[config.mk]
export PLATFORM = sky130hd
export DESIGN_NAME = mem_access_unit_flat
export DESIGN_NICKNAME = d
export VERILOG_FILES = /design/src/rtl/mem_access_unit_pkg.sv /design/src/rtl/mem_access_unit_if.sv /design/src/rtl/mem_access_unit_load_align.sv /design/src/rtl/mem_access_unit.sv /design/src/flat_wrapper.sv
export SDC_FILE = /design/constraint.sdc
export NUM_CORES = 1
export LEC_CHECK = 0
export ABC_AREA = 1
export ABC_CLOCK_PERIOD_IN_PS = 1900
export CORE_ASPECT_RATIO = 0.5
export CORE_UTILIZATION = 37
export DETAILED_ROUTE_END_ITERATION = 12
export PLACE_DENSITY = 0.71
export REMOVE_ABC_BUFFERS = 1
export SYNTH_ARGS = -nofsm -noshare
export SYNTH_HDL_FRONTEND = slang
export SYNTH_HIERARCHICAL = 1
export SYNTH_SLANG_ARGS = --single-unit
[constraint.sdc]
create_clock -name clk -period 1.9 [get_ports clk]
set_clock_uncertainty 0.2 [all_clocks]
set_input_delay 0.57 -clock clk [delete_from_list [all_inputs] [get_ports clk]]
set_output_delay 0.57 -clock clk [all_outputs]
set_load 0.05 [all_outputs]
[src/rtl/mem_access_unit_pkg.sv]
// Shared definitions for the memory access unit: size codes, FSM states and
// lane helpers used by both the top level and the load aligner.
package mem_access_unit_pkg;

  localparam logic [1:0] SZ_BYTE = 2'b00;
  localparam logic [1:0] SZ_HALF = 2'b01;
  localparam logic [1:0] SZ_WORD = 2'b10;

  typedef enum logic [1:0] {
    ST_IDLE = 2'b00,
    ST_BUSY = 2'b01,
    ST_DONE = 2'b10
  } state_t;

  // Low address bits that actually select a lane; bits a size cannot use are masked off.
  function automatic logic [1:0] eff_offset(input logic [1:0] size, input logic [1:0] addr_lo);
    case (size)
      SZ_BYTE: return addr_lo;
      SZ_HALF: return {addr_lo[1], 1'b0};
      default: return 2'b00;
    endcase
  endfunction

  function automatic logic [3:0] byte_enables(input logic [1:0] size, input logic [1:0] offset);
    case (size)
      SZ_BYTE: return 4'b0001 << offset;
      SZ_HALF: return 4'b0011 << offset;
      default: return 4'b1111;
    endcase
  endfunction

  function automatic logic [31:0] store_lanes(input logic [1:0] size, input logic [31:0] wdata);
    case (size)
      SZ_BYTE: return {4{wdata[7:0]}};
      SZ_HALF: return {2{wdata[15:0]}};
      default: return wdata;
    endcase
  endfunction

  function automatic logic is_misaligned(input logic [1:0] size, input logic [1:0] addr_lo);
    case (size)
      SZ_BYTE: return 1'b0;
      SZ_HALF: return addr_lo[0];
      default: return |addr_lo;
    endcase
  endfunction

endpackage

[src/rtl/mem_access_unit_if.sv]
// Single-outstanding memory bus between the access unit (master) and memory (slave).
interface mem_access_unit_if;

  logic        bus_req;
  logic        bus_we;
  logic [31:0] bus_addr;
  logic [3:0]  bus_be;
  logic [31:0] bus_wdata;
  logic        bus_ack;
  logic [31:0] bus_rdata;

  modport master (
    output bus_req, bus_we, bus_addr, bus_be, bus_wdata,
    input  bus_ack, bus_rdata
  );

  modport slave (
    input  bus_req, bus_we, bus_addr, bus_be, bus_wdata,
    output bus_ack, bus_rdata
  );

endinterface

[src/rtl/mem_access_unit_load_align.sv]
// Combinational load aligner: picks the addressed lane out of a bus word and
// sign- or zero-extends it to 32 bits.
module load_align
  import mem_access_unit_pkg::*;
(
  input  logic [31:0] load_word,
  input  logic [1:0]  offset,
  input  logic [1:0]  size,
  input  logic        is_unsigned,
  output logic [31:0] result
);

  logic [7:0]  byte_lane;
  logic [15:0] half_lane;

  always_comb begin
    byte_lane = load_word[7:0];
    half_lane = offset[1] ? load_word[31:16] : load_word[15:0];
    result    = load_word;
    case (offset)
      2'd1:    byte_lane = load_word[15:8];
      2'd2:    byte_lane = load_word[23:16];
      2'd3:    byte_lane = load_word[31:24];
      default: byte_lane = load_word[7:0];
    endcase
    case (size)
      SZ_BYTE: result = {{24{~is_unsigned & byte_lane[7]}}, byte_lane};
      SZ_HALF: result = {{16{~is_unsigned & half_lane[15]}}, half_lane};
      default: result = load_word;
    endcase
  end

endmodule

[src/rtl/mem_access_unit.sv]
// MEM-stage load/store unit: issues one bus access per instruction and stalls the pipeline until done.
// Optional MISALIGN_EXC_EN raises misalign_exc instead of masking misaligned address bits.
module mem_access_unit
  import mem_access_unit_pkg::*;
(
  input  logic              clk,
  input  logic              rst,
  input  logic              ex_mem_op,
  input  logic              ex_mem_we,
  input  logic [1:0]        ex_mem_size,
  input  logic              ex_mem_unsigned,
  input  logic [31:0]       ex_mem_addr,
  input  logic [31:0]       ex_mem_wdata,
  output logic              stallreq,
  output logic [31:0]       rdata,
  output logic              rdata_valid,
`ifdef MISALIGN_EXC_EN
  output logic              misalign_exc,
`endif
  mem_access_unit_if.master bus
);

  state_t      state, next_state;
  logic [1:0]  op_size;
  logic [1:0]  op_offset;
  logic        op_unsigned;
  logic        op_we;
  logic        issue_misaligned;
  logic [31:0] load_result;

`ifdef MISALIGN_EXC_EN
  logic        mis_q;
  assign issue_misaligned = is_misaligned(ex_mem_size, ex_mem_addr[1:0]);
`else
  assign issue_misaligned = 1'b0;
`endif

  load_align u_load_align (
    .load_word   (bus.bus_rdata),
    .offset      (op_offset),
    .size        (op_size),
    .is_unsigned (op_unsigned),
    .result      (load_result)
  );

  always_ff @(posedge clk) begin
    if (rst) state <= ST_IDLE;
    else     state <= next_state;
  end

  // DONE always falls back to IDLE so a still-asserted ex_mem_op is not reissued.
  always_comb begin
    next_state = state;
    case (state)
      ST_IDLE: if (ex_mem_op) next_state = issue_misaligned ? ST_DONE : ST_BUSY;
      ST_BUSY: if (bus.bus_ack) next_state = ST_DONE;
      ST_DONE: next_state = ST_IDLE;
      default: next_state = ST_IDLE;
    endcase
  end

  always_comb begin
    stallreq    = ((state == ST_IDLE) && ex_mem_op) || (state == ST_BUSY);
    rdata_valid = (state == ST_DONE);
`ifdef MISALIGN_EXC_EN
    misalign_exc = (state == ST_DONE) && mis_q;
`endif
  end

  // Bus outputs are registered at issue and held untouched until the ack edge.
  always_ff @(posedge clk) begin
    if (rst) begin
      bus.bus_req   <= 1'b0;
      bus.bus_we    <= 1'b0;
      bus.bus_addr  <= '0;
      bus.bus_be    <= '0;
      bus.bus_wdata <= '0;
      rdata         <= '0;
      op_size       <= SZ_BYTE;
      op_offset     <= 2'b00;
      op_unsigned   <= 1'b0;
      op_we         <= 1'b0;
    end else begin
      case (state)
        ST_IDLE: begin
          if (ex_mem_op) begin
            op_size     <= ex_mem_size;
            op_offset   <= eff_offset(ex_mem_size, ex_mem_addr[1:0]);
            op_unsigned <= ex_mem_unsigned;
            op_we       <= ex_mem_we;
            if (issue_misaligned) begin
              rdata <= '0;
            end else begin
              bus.bus_req   <= 1'b1;
              bus.bus_we    <= ex_mem_we;
              bus.bus_addr  <= {ex_mem_addr[31:2], 2'b00};
              bus.bus_be    <= byte_enables(ex_mem_size, eff_offset(ex_mem_size, ex_mem_addr[1:0]));
              bus.bus_wdata <= store_lanes(ex_mem_size, ex_mem_wdata);
            end
          end
        end
        ST_BUSY: begin
          if (bus.bus_ack) begin
            bus.bus_req <= 1'b0;
            rdata       <= op_we ? 32'h0 : load_result;
          end
        end
        default: ;
      endcase
    end
  end

`ifdef MISALIGN_EXC_EN
  always_ff @(posedge clk) begin
    if (rst)                                      mis_q <= 1'b0;
    else if ((state == ST_IDLE) && ex_mem_op)     mis_q <= issue_misaligned;
    else if (state == ST_DONE)                    mis_q <= 1'b0;
  end
`endif

endmodule

[src/flat_wrapper.sv]
// flat-port wrapper written by rule: the top's interface ports become plain ports
module mem_access_unit_flat import mem_access_unit_pkg::*;
  (clk, rst, ex_mem_op, ex_mem_we, ex_mem_size, ex_mem_unsigned, ex_mem_addr, ex_mem_wdata, stallreq, rdata, rdata_valid, bus_bus_req, bus_bus_we, bus_bus_addr, bus_bus_be, bus_bus_wdata, bus_bus_ack, bus_bus_rdata);
  mem_access_unit_if bus_i ();
  input  logic clk;
  input  logic rst;
  input  logic ex_mem_op;
  input  logic ex_mem_we;
  input  logic [1:0] ex_mem_size;
  input  logic ex_mem_unsigned;
  input  logic [31:0] ex_mem_addr;
  input  logic [31:0] ex_mem_wdata;
  output logic stallreq;
  output logic [31:0] rdata;
  output logic rdata_valid;
  output wire logic [$bits(bus_i.bus_req)-1:0] bus_bus_req;
  output wire logic [$bits(bus_i.bus_we)-1:0] bus_bus_we;
  output wire logic [$bits(bus_i.bus_addr)-1:0] bus_bus_addr;
  output wire logic [$bits(bus_i.bus_be)-1:0] bus_bus_be;
  output wire logic [$bits(bus_i.bus_wdata)-1:0] bus_bus_wdata;
  input wire logic [$bits(bus_i.bus_ack)-1:0] bus_bus_ack;
  input wire logic [$bits(bus_i.bus_rdata)-1:0] bus_bus_rdata;
  assign bus_bus_req = bus_i.bus_req;
  assign bus_bus_we = bus_i.bus_we;
  assign bus_bus_addr = bus_i.bus_addr;
  assign bus_bus_be = bus_i.bus_be;
  assign bus_bus_wdata = bus_i.bus_wdata;
  assign bus_i.bus_ack = bus_bus_ack;
  assign bus_i.bus_rdata = bus_bus_rdata;
  mem_access_unit u_core (.clk(clk), .rst(rst), .ex_mem_op(ex_mem_op), .ex_mem_we(ex_mem_we), .ex_mem_size(ex_mem_size), .ex_mem_unsigned(ex_mem_unsigned), .ex_mem_addr(ex_mem_addr), .ex_mem_wdata(ex_mem_wdata), .stallreq(stallreq), .rdata(rdata), .rdata_valid(rdata_valid), .bus(bus_i));
endmodule
Yosys cells after proc, flatten, opt, wreduce, memory -nomap -nowiden
Index checks and enable logic that the tools add are counted.
Word-level totals
  input bits: 104
  word-level logic and storage cells: 50
  bits in registers: 107
Operators by class
  reductions and logical operators: 10
  bitwise gates (word level): 3
  shifts and indexed selects: 2
  equal/unequal tests: 9
  multiplexer cells: 16
Operators by type and width (number)
  one-hot mux 32 bit (2 select lines): 2
  two-way mux 32 bit: 1
  one-hot mux 8 bit (3 select lines): 1
  two-way mux 16 bit: 1
  two-way mux 2 bit: 5
  equality test 2 x 1 -> 1 bit, second input constant: 4
  one-hot mux 2 bit (2 select lines): 2
  one-hot mux 4 bit (2 select lines): 1
  equality test 2 bit, second input constant: 3
  zero test 2 bit: 3
  AND reduction 2 bit: 3
  != test 2 bit, second input constant: 2
  << shifter 1 x 2 -> 4 bit, first input constant: 1
  << shifter 2 x 2 -> 4 bit, first input constant: 1
  AND reduction 3 bit: 1
  bitwise AND 1 bit: 2
  two-way mux 1 bit: 2
  one-hot mux 1 bit (2 select lines): 1
  nonzero test 2 bit: 1
  logical AND 1 bit: 1
  logical OR 1 bit: 1
  NOT 1 bit: 1

Longest topological paths before layout
Gate-level depths: netlist of run 1.
  depth after elaboration: 7
  gate-level depth with buffers: 10

By module
The synthesis of run 1 kept the hierarchy.
By module, submodules not included
  mem_access_unit: cells each 539, area each 4106.4 um^2, instances 1
  load_align: cells each 169, area each 879.6 um^2, instances 1

Worst setup path after synthesis of run 1
No wires, ideal clock.
  path kind: input -> output
  from: in ex_mem_op
  to: out stallreq
  data arrival time: 1242 ps
  path buffers: 2
  setup slack: -112 ps
  stages on the path: 4
  required time: 1130 ps
  cells stage by stage: nand2_4 buf_6 buf_6 nand2_1
Between the ends
  longest elaborated chain between the ends: 2
Ends and longest elaborated chain
  start, declared: line flat_wrapper.sv:7  | input logic ex_mem_op;
  logical AND 1 bit: line mem_access_unit.sv:63  | stallreq = ((state == ST_IDLE) && ex_mem_op) || (state == ST_BUSY);
  logical OR 1 bit: line mem_access_unit.sv:63
  end, declared: line flat_wrapper.sv:13  | output logic stallreq;
No other way between the ends.

Final worst setup path of run 1
  from: reg u_core.state[0]
  to: out stallreq
Between the ends
  longest elaborated chain between the ends: 3
Ends and longest elaborated chain
  start, declared: line mem_access_unit.sv:23  | state_t state, next_state;
  start signal, assigned: line mem_access_unit.sv:48  | else state <= next_state;
  zero test 2 bit: line mem_access_unit.sv:63
  logical AND 1 bit: line mem_access_unit.sv:63
  logical OR 1 bit *: line mem_access_unit.sv:63
Mark *: on every way between the ends. The rest lies on a longest branch, timed or not.

==> flow_metrics.env, run 1 <==
export IMPL_hold_ws_ns=0.294
export IMPL_switching_share_pct=33.1
export IMPL_crit_fanout=3
export IMPL_seqPwrFrac_pct=37.7
export IMPL_p_int_mw=4.58
export IMPL_tritoncts="built"
export IMPL_met1_usage_pct=28.0
export IMPL_use_met2_pct=42.0
export IMPL_finalWeightedCongestion=0.840
export IMPL_drv_slew=0
export IMPL_nFillCells=1016
export IMPL_die_area_sq_mm=0.0140
export IMPL_multi_input_comb_area_sq_mm=0.00245
export IMPL_p_per_area_mw_per_mm2=782
export IMPL_top_usage_layer="met2"
export IMPL_clock_latency_ns=0.34
export IMPL_seq_area_sq_mm=0.00215
export IMPL_fin_crit_ns=1.89
export IMPL_p_switching_mw=2.26
export IMPL_num_vias=5461
export IMPL_grt_overflow_total=0
export IMPL_ys_seq_area_share_pct=43.0
export IMPL_p_comb_share_pct=34.4
export IMPL_htree_levels=3
export IMPL_setup_violations=0
export IMPL_crit_slowest_cell="dfxtp_4"
export IMPL_startpoint_type="register"
export IMPL_layout_common_cells="168 x nand2_1, 109 x buf_12, 105 x dfxtp_1"
export IMPL_syn_avg_cell_area_sq_um=7.04
export IMPL_cp_num_buf_inv=1
export IMPL_drive_above_1_share_pct=22.4
export IMPL_start_util_pct=38.6
export IMPL_cellLeakagePower_nw=3.79
export IMPL_cp_common_cell="nand2_4"
export IMPL_cts_root_buf="clkbuf_16"
export IMPL_die_w_microns=166
export IMPL_fp_row_count=29
export IMPL_synth_edff_count=0
export IMPL_end_kind="primary output"
export IMPL_worstPathCellList="nor2_4 > nand2_4 > nand2_4 > buf_12"
export IMPL_drv_cap=0
export IMPL_finalCritPeriodShare_pct=99.6
export IMPL_placed_area_sq_mm=0.00838
export IMPL_path_clk_slew_ns=0.07
export IMPL_crit_family="flip-flops"
export IMPL_core_sq_mm=0.0129
export IMPL_hp_class="reg2reg"
export IMPL_ys_warn_count=6
export IMPL_num_io_pins=208
export IMPL_required_ns=1.13
export IMPL_grt_max_degree=45
export IMPL_outcome="finished, violations left"
export IMPL_clockBufferDepth=2
export IMPL_final_common_cell="nand2_1"
export IMPL_hold_viol=0
export IMPL_violations="design-rule violations"
export IMPL_crit_arrival_ns=1.12
export IMPL_path_class="reg2out"
export IMPL_netlist_instances=708
export IMPL_max_freq_ghz=0.528
export IMPL_p_clk_share_pct=27.9
export IMPL_slowest_delay_ns=0.36
export IMPL_detail_route_antenna_nets=0
export IMPL_antenna_found_initial=0
export IMPL_port_buffers=205
export IMPL_viasPerCell=4.97
export IMPL_use_met3_pct=5.50
export IMPL_synthArstFlopShare_pct=0
export IMPL_dr_pass1_iters=9
export IMPL_dp_hpwl_mm=12.4
export IMPL_drc=8
export IMPL_yosys_cell_types_count=26
export IMPL_dieHeight_microns=84.1
export IMPL_area_growth_pct=75.5
export IMPL_n_antenna_cell=0
export IMPL_drtIter0Drc=336
export IMPL_rsz0062_at_grt="yes"
export IMPL_synthFlopType="dfxtp_1"
export IMPL_clock_sinks=107
export IMPL_layout_nets=1027
export IMPL_vdd_drop_max_mv=0.417
export IMPL_syn_cell_area_sq_mm=0.00499
export IMPL_ys_ff_latch=107
export IMPL_routed_wl_mm=16.6
export IMPL_grt_pass1_vias=5384
export IMPL_routedWlPerCell_microns=15.1
export IMPL_grt_pass1_wl_mm=26.7
export IMPL_grt_usage_pct=23.7
export IMPL_finish_instance_area_sq_mm=0.00875
export IMPL_cts_buffers=9
power by group through the flow:
| stage | Sequential (mW) | Clock [mW] | Combinational, mW |
|---|---|---|---|
| 2_1_floorplan | 3.08 | 0 | 0.591 |
| 3_3_place_gp | 2.63 | 0 | 2.29 |
| 3_5_place_dp | 2.64 | 0 | 2.33 |
| 4_1_cts | 2.59 | 1.96 | 2.36 |
| 5_1_grt | 2.60 | 2.04 | 2.50 |
| 6_report | 2.58 | 1.91 | 2.36 |
synthesized netlist by cell type (3+ instances only):
cell type / count / area, sq um
nand2_1: 169 / 634
dfxtp_1: 107 / 2140
nor2_1: 103 / 387
o21ai_0: 82 / 410
nand3_1: 68 / 340
a21oi_1: 37 / 185
inv_1: 26 / 97.6
o21ai_1: 23 / 115
nand3_2: 21 / 210
clkbuf_1: 16 / 60.1
buf_2: 12 / 60.1
buf_4: 12 / 90.1
buf_6: 7 / 78.8
clkbuf_2: 3 / 15.0
inv_2: 3 / 11.3
nand2_2: 3 / 18.8
nor2_4: 3 / 33.8
o21a_1: 3 / 22.5
worst register-to-register path, stage by stage (launching register included):
cell,delay (ns)
dfxtp_1,0.46
buf_4,0.19
nand2_1,0.07
inv_1,0.21
nand2_1,0.09
nand3_1,0.09
nand2_1,0.07
nand3_1,0.09
nand2_1,0.06
o21ai_0,0.20
per-stage QoR:
step / cells / TNS [ns] / worst slack [ns] / total power [mW] / utilization (%)
2_1_floorplan: 659 / -17.66 / -0.536 / 3.68 / -
3_3_place_gp: 1077 / -20.59 / -0.284 / 4.92 / 64.9
3_5_place_dp: 1077 / -24.01 / -0.324 / 4.97 / 64.9
4_1_cts: 1098 / -0.0148 / -0.0148 / 6.90 / 67.7
5_1_grt: 1098 / -0.0346 / -0.0315 / 7.14 / 67.8
6_report: 1098 / 0 / 0.00761 / 6.85 / 67.8
kinds of logic (layout without fill, tap and decap cells):
kind of cell | after synthesis | after routing | synth area share [%]
simple gates | 373 | 373 | 33.6
compound gates | 146 | 146 | 14.9
flops | 107 | 107 | 43.0
buf+inv | 81 | 300 | 8.48
other cells | 1 | 2 | 0.0752
final cells by class:
type / count / area share, %
clock buffers: 10 / 2.73
multi-input cells: 521 / 28.0
well taps: 170 / 2.43
repair buffers: 253 / 40.2
flip-flops and latches: 107 / 24.5
clock inverters: 6 / 0.743
inverters: 31 / 1.36
path summary, 6_finish.rpt:
path                                     startpoint            endpoint  slack [ns]  depth (start not counted)
worst max-delay path                u_core/state[0]            stallreq       0.008                          4
worst min-delay path             u_core/op_unsigned  u_core/op_unsigned        0.29                          2
worst max register to register  u_core/op_offset[1]     u_core/rdata[4]        0.09                          9
worst min register to register   u_core/op_unsigned  u_core/op_unsigned        0.29                          2
per-layer routing:
| layer | part of all wire (%) | vias up |
|---|---|---|
| met4 | 2.6 | 0 |
| met1 | 41 | 2514 |
| met5 | 0 | - |
| li1 | - | 2730 |
| met3 | 6.7 | 36 |
| met2 | 50 | 181 |
repair_timing:
item | CTS | global route
pin swaps | 2 | 4
hold buffers | 0 | 0
gates cloned | 0 | 0
gates resized for setup | 11 | 6
buffers inserted | 5 | 0
setup endpoints to repair | 2 | 10
registers in the layout, summed over array words and instances, names as in the netlist:
register and cells:
u_core/bus.bus_addr 30, u_core/rdata 32, u_core/op_we 1, u_core/bus.bus_wdata 32, u_core/op_unsigned 1, u_core/state 2
u_core/op_size 2, u_core/bus.bus_be 4, u_core/op_offset 2, u_core/bus.bus_req 1
Power figures use the tool's default switching activity.
==> run 2: changes to the inputs <==
--- a/config.mk
+++ b/config.mk
@@ -12,6 +12,7 @@
 export DETAILED_ROUTE_END_ITERATION = 12
 export PLACE_DENSITY = 0.71
 export REMOVE_ABC_BUFFERS = 1
+export SETUP_SLACK_MARGIN = 0.5
 export SYNTH_ARGS = -nofsm -noshare
 export SYNTH_HDL_FRONTEND = slang
 export SYNTH_HIERARCHICAL = 1
==> flow_metrics.env, run 2 (synthesis gave the netlist of run 1 again) <==
export IMPL_reg_top3="u_core/bus.bus_wdata x32, u_core/rdata x32, u_core/bus.bus_addr x30"
export IMPL_detail_route_antenna_nets=0
export IMPL_reg2reg_to="u_core/op_offset[0]"
export IMPL_clockBufferDepth=2
export IMPL_p_per_area_mw_per_mm2=714
export IMPL_start_util_pct=38.6
export IMPL_fp_row_count=29
export IMPL_drive_above_1_share_pct=56.8
export IMPL_grt_usage_pct=35.2
export IMPL_dp_hpwl_mm=12.4
export IMPL_hp_class="reg2reg"
export IMPL_antenna_found_initial=1
export IMPL_cts_buffers=9
export IMPL_outcome="finished, violations left"
export IMPL_routed_wl_mm=31.9
export IMPL_fin_crit_ns=2.08
export IMPL_hold_depth=2
export IMPL_port_buffers=205
export IMPL_dieHeight_microns=84.1
export IMPL_layout_nets=1130
export IMPL_drv_cap=0
export IMPL_htree_levels=3
export IMPL_hold_buffers=0
export IMPL_final_cells=1202
export IMPL_max_slew_worst_pin_slew_ns=0.552
export IMPL_routedWlPerCell_microns=26.5
export IMPL_drv_slew=0
export IMPL_finalCritPeriodShare_pct=110
export IMPL_setup_ws_ns=-0.181
export IMPL_finalWeightedCongestion=0.840
export IMPL_clock_sinks=107
export IMPL_end_kind="register"
export IMPL_hold_ws_ns=0.298
export IMPL_area_growth_pct=131
export IMPL_hold_end="u_core/rdata[10]"
export IMPL_layout_common_cells="156 x nand2_1, 128 x buf_12, 95 x clkdlybuf4s50_1"
export IMPL_drc=8
export IMPL_grt_overflow_total=0
export IMPL_hold_viol=0
export IMPL_path_clk_slew_ns=0.08
export IMPL_holdCritStartpoint="u_core/rdata[10]"
export IMPL_final_common_cell="nand2_1"
export IMPL_crit_arrival_ns=2.12
export IMPL_path_class="reg2reg"
export IMPL_tritoncts="built"
export IMPL_max_slew_margin_rel_pct=63.1
export IMPL_rr_startpoint="u_core/state[1]"
export IMPL_r2r_cells=11
export IMPL_vdd_drop_max_mv=0.708
export IMPL_num_vias=7376
export IMPL_die_w_microns=166
export IMPL_core_sq_mm=0.0129
export IMPL_viasPerCell=6.14
export IMPL_startpoint_type="register"
export IMPL_drtIter0Drc=965
export IMPL_tns_ns=-4.48
export IMPL_place_ws_ns=-0.324
export IMPL_crit_fanout=7
export IMPL_num_io_pins=208
export IMPL_required_ns=1.94
export IMPL_dp_cells=1077
export IMPL_setup_violations=64
export IMPL_max_freq_ghz=0.481
export IMPL_dr_pass1_iters=12
export IMPL_grt_pass1_vias=6958
export IMPL_clock_latency_ns=0.36
export IMPL_die_area_sq_mm=0.0140
export IMPL_rsz0062_at_grt="yes"
export IMPL_violations="design-rule violations, negative setup slack"
export IMPL_cts_root_buf="clkbuf_16"
export IMPL_cellLeakagePower_nw=4.90
export IMPL_reg2reg_setup_slack_ns=-0.18
export IMPL_grt_pass1_wl_mm=38.2
export IMPL_grt_max_degree=33
export IMPL_final_util_pct=89.3
## run 2: cell type report
class                      instances  area [sq um]
timing repair buffer             354          5060
multi-input combinational        521          3370
sequential                       107          2380
fill                             457          1390
clock buffer                      10           239
tap                              170           213
inverter                          31           143
clock inverter                     6          65.1
timing repair inverter             2          46.3
antenna                            1          2.50
## run 2: worst max path at each step
stage	end	start
6_report	u_core/op_offset[0]	u_core/state[1]
5_1_grt	u_core/bus.bus_addr[14]	u_core/state[1]
4_1_cts	stallreq	u_core/state[0]
3_5_place_dp	u_core/rdata[21]	bus_bus_rdata[7]
3_3_place_gp	stallreq	ex_mem_op
2_1_floorplan	u_core/rdata[0]	rst
## run 2: timing repair
| action | in CTS | in global routing |
|---|---|---|
| gates resized for setup | 397 | 156 |
| pin swaps | 69 | 44 |
| buffers inserted | 49 | 36 |
| endpoints found under the setup margin | 208 | 209 |
| gates cloned | 23 | 0 |
| hold endpoints to repair | 0 | 0 |
## run 2: critical path, cell delays in order (launching register included)
cell and delay (ns):
dfxtp_4 0.37, nor2_4 0.15, nand2_4 0.08, buf_6 0.12, buf_6 0.10, buf_8 0.13
buf_16 0.16, inv_16 0.08, buf_6 0.11, buf_6 0.13, o21ai_2 0.06, a21oi_1 0.27
## run 2: per-stage QoR
step           area, sq um  total power, mW
6_report             11500             8.23
5_1_grt              11500             8.42
4_1_cts              10600             7.60
3_5_place_dp          8380             4.97
3_3_place_gp          8380             4.92
2_1_floorplan         4690             3.68
## run 2: layer usage
layer / global-route usage [%] / wire length (microns) / part of all wire [%]
met5: 0 / 0 / 0
met4: 23.2 / 2840 / 8.9
met3: 9.15 / 3610 / 11
met2: 61.3 / 14600 / 46
met1: 38.3 / 10800 / 34
## run 2: power breakdown
part	switching, mW	total (mW)	leakage (nW)	internal, mW
logic	1.89	3.58	3.82	1.68
clock network	0.949	2.01	0.148	1.06
registers	0.219	2.64	0.933	2.42
==> run 3: changes to the inputs <==
--- a/config.mk
+++ b/config.mk
@@ -10,10 +10,10 @@
 export CORE_ASPECT_RATIO = 0.5
 export CORE_UTILIZATION = 37
 export DETAILED_ROUTE_END_ITERATION = 12
-export PLACE_DENSITY = 0.71
+export GPL_TIMING_DRIVEN = 0
+export PLACE_DENSITY = 0.72
 export REMOVE_ABC_BUFFERS = 1
 export SETUP_SLACK_MARGIN = 0.5
 export SYNTH_ARGS = -nofsm -noshare
 export SYNTH_HDL_FRONTEND = slang
-export SYNTH_HIERARCHICAL = 1
 export SYNTH_SLANG_ARGS = --single-unit
==> flow_metrics.env, run 3 <==
export IMPL_clock_latency_ns=0.35
export IMPL_grt_pass1_vias=5622
export IMPL_yosys_cell_types_count=32
export IMPL_max_slew_margin_rel_pct=65.1
export IMPL_startpoint_type="register"
export IMPL_dr_pass1_iters=6
export IMPL_hp_class="reg2reg"
export IMPL_rsz0062_at_grt="yes"
export IMPL_ys_warn_count=0
export IMPL_grt_overflow_total=0
export IMPL_hold_viol=0
export IMPL_max_slew_worst_pin_slew_ns=0.523
export IMPL_num_io_pins=208
export IMPL_end_kind="primary output"
export IMPL_cts_buffers=9
export IMPL_hold_buffers=0
export IMPL_clockBufferDepth=2
export IMPL_netlist_top_cells_area="dfxtp_1 45%, a21oi_1 9.4%, o21ai_0 9.4%"
export IMPL_tritoncts="built"
export IMPL_drc=0
export IMPL_synthFlopType="dfxtp_1"
export IMPL_port_buffers=205
export IMPL_reg_top3="u_core.bus.bus_wdata x32, u_core.rdata x32, u_core.bus.bus_addr x30"
export IMPL_drtIter0Drc=669
export IMPL_synth_commonest_cells="116 x nand2_1, 108 x nor2_1, 107 x dfxtp_1"
export IMPL_ys_seq_area_share_pct=45.0
export IMPL_synth_edff_count=0
export IMPL_clock_sinks=107
export IMPL_syn_cell_area_sq_mm=0.00476
export IMPL_synthArstFlopShare_pct=0
export IMPL_fp_row_count=28
export IMPL_die_w_microns=162
export IMPL_detail_route_antenna_nets=0
export IMPL_p_per_area_mw_per_mm2=717
export IMPL_final_util_pct=87.2
export IMPL_cellLeakagePower_nw=4.35
export IMPL_area_growth_pct=123
export IMPL_dp_hpwl_mm=10.3
export IMPL_viasPerCell=5.83
export IMPL_netlist_instances=660
export IMPL_final_cells=1143
export IMPL_layout_common_cells="103 x buf_8, 81 x clkdlybuf4s50_1, 81 x dfxtp_2"
export IMPL_die_area_sq_mm=0.0134
export IMPL_ys_ff_latch=107
export IMPL_cts_root_buf="clkbuf_16"
export IMPL_dieHeight_microns=82.2
export IMPL_synth_most_common_cell="nand2_1"
export IMPL_finish_instance_area_sq_mm=0.0106
export IMPL_violations="negative setup slack"
export IMPL_required_ns=1.13
export IMPL_hold_depth=2
export IMPL_place_ws_ns=-1.32
export IMPL_core_sq_mm=0.0122
export IMPL_final_common_cell="buf_8"
export IMPL_antenna_found_initial=0
export IMPL_setup_violations=8
export IMPL_max_freq_ghz=0.501
export IMPL_syn_avg_cell_area_sq_um=7.22
export IMPL_routed_wl_mm=27.1
export IMPL_placed_area_sq_mm=0.00684
export IMPL_fin_crit_ns=2.00
export IMPL_crit_arrival_ns=1.23
export IMPL_crit_fanout=2
export IMPL_finalWeightedCongestion=0.795
export IMPL_drive_above_1_share_pct=62.0
export IMPL_drv_slew=0
export IMPL_outcome="finished, violations left"
export IMPL_htree_levels=3
export IMPL_vdd_drop_max_mv=0.439
export IMPL_tns_ns=-0.263
export IMPL_finalCritPeriodShare_pct=105
export IMPL_synth_top_area_cell="dfxtp_1"
export IMPL_n_antenna_cell=0
export IMPL_dp_cells=991
export IMPL_grt_max_degree=59
export IMPL_start_util_pct=39.2
export IMPL_setup_ws_ns=-0.0955
export IMPL_path_clk_slew_ns=0.07
export IMPL_layout_nets=1077
export IMPL_grt_pass1_wl_mm=30.6
export IMPL_r2r_cells=10
export IMPL_grt_usage_pct=29.9
export IMPL_synth_top_cell_area_share_pct=45.0
export IMPL_num_vias=6659
export IMPL_path_class="reg2out"
export IMPL_routedWlPerCell_microns=23.7
export IMPL_drv_cap=0
==> run 3: cell count changes in the layout (fill, tap and decap cells not counted), sizes merged, moves of 3 or more <==
| cell | change |
|---|---|
| o21ai | -14 |
| buf | -16 |
| nand3 | -73 |
| or2 | +6 |
| a31oi | +7 |
| nand2 | -43 |
| dlygate4sd2 | +9 |
| a21oi | +62 |
| clkbuf | +7 |
| clkinv | +3 |
| inv | +7 |
| o21a | -3 |
| nor2 | +3 |
| clkdlybuf4s50 | -14 |
==> run 3: layout make-up <==
cell class	count	area [sq um]
fillers	515	1560
repair buffers	336	4180
inverters	44	259
well taps	165	206
multi-input cells	470	3280
clock buffers	15	268
clock inverters	1	7.51
flip-flops and latches	107	2330
repair inverters	5	66.3
==> run 3: cells by family (layout without fill, tap and decap cells) <==
group,Yosys count,in the layout,share of synthesized area (%)
compound gates,204,204,23.0
buf+inv,87,401,8.75
flops,107,107,45.0
other cells,1,2,0.0787
simple gates,261,264,23.2
==> run 3: repair_timing <==
action,in CTS,in global routing
pin swaps,55,75
setup endpoints to repair,209,208
buffers inserted,70,44
cloned,20,2
resized for setup,880,573
==> run 3: final timing paths <==
path | slack [ns] | from | end
worst max-delay path | -0.1 | u_core.state[1] | stallreq
worst min-delay path | 0.28 | u_core.bus.bus_wdata[16] | u_core.bus.bus_wdata[16]
worst max register to register | -0.06 | u_core.state[1] | u_core.bus.bus_wdata[18]
worst min register to register | 0.28 | u_core.bus.bus_wdata[16] | u_core.bus.bus_wdata[16]
==> run 3: layer usage <==
| metal | vias to the layer above | global-route usage (%) | routed length [microns] |
|---|---|---|---|
| li1 | 2798 | - | - |
| met3 | 162 | 5.49 | 2360 |
| met2 | 514 | 53.7 | 12600 |
| met5 | - | 0 | 0 |
| met1 | 3185 | 35.5 | 10400 |
| met4 | 0 | 13.7 | 1730 |
==> run 3: critical path, stage by stage (launching register included) <==
cell and delay [ns]:
dfxtp_4 0.37, nor2_4 0.19, nand2_8 0.08, nand2_4 0.08
buf_8 0.15
==> run 3: power breakdown <==
group	switching, mW	internal (mW)	total (mW)
Combinational	1.73	1.41	3.14
Sequential	0.193	2.43	2.63
Clock	0.870	0.967	1.84
Total	2.79	4.81	7.61
==> run 3: metrics by stage <==
stage	hold slack, ns	power (mW)
finish	0.277	7.61
global route	0.299	7.79
CTS	0.270	6.81
detailed placement	0.255	4.33
global placement	0.250	4.30
floorplan	0.277	3.59
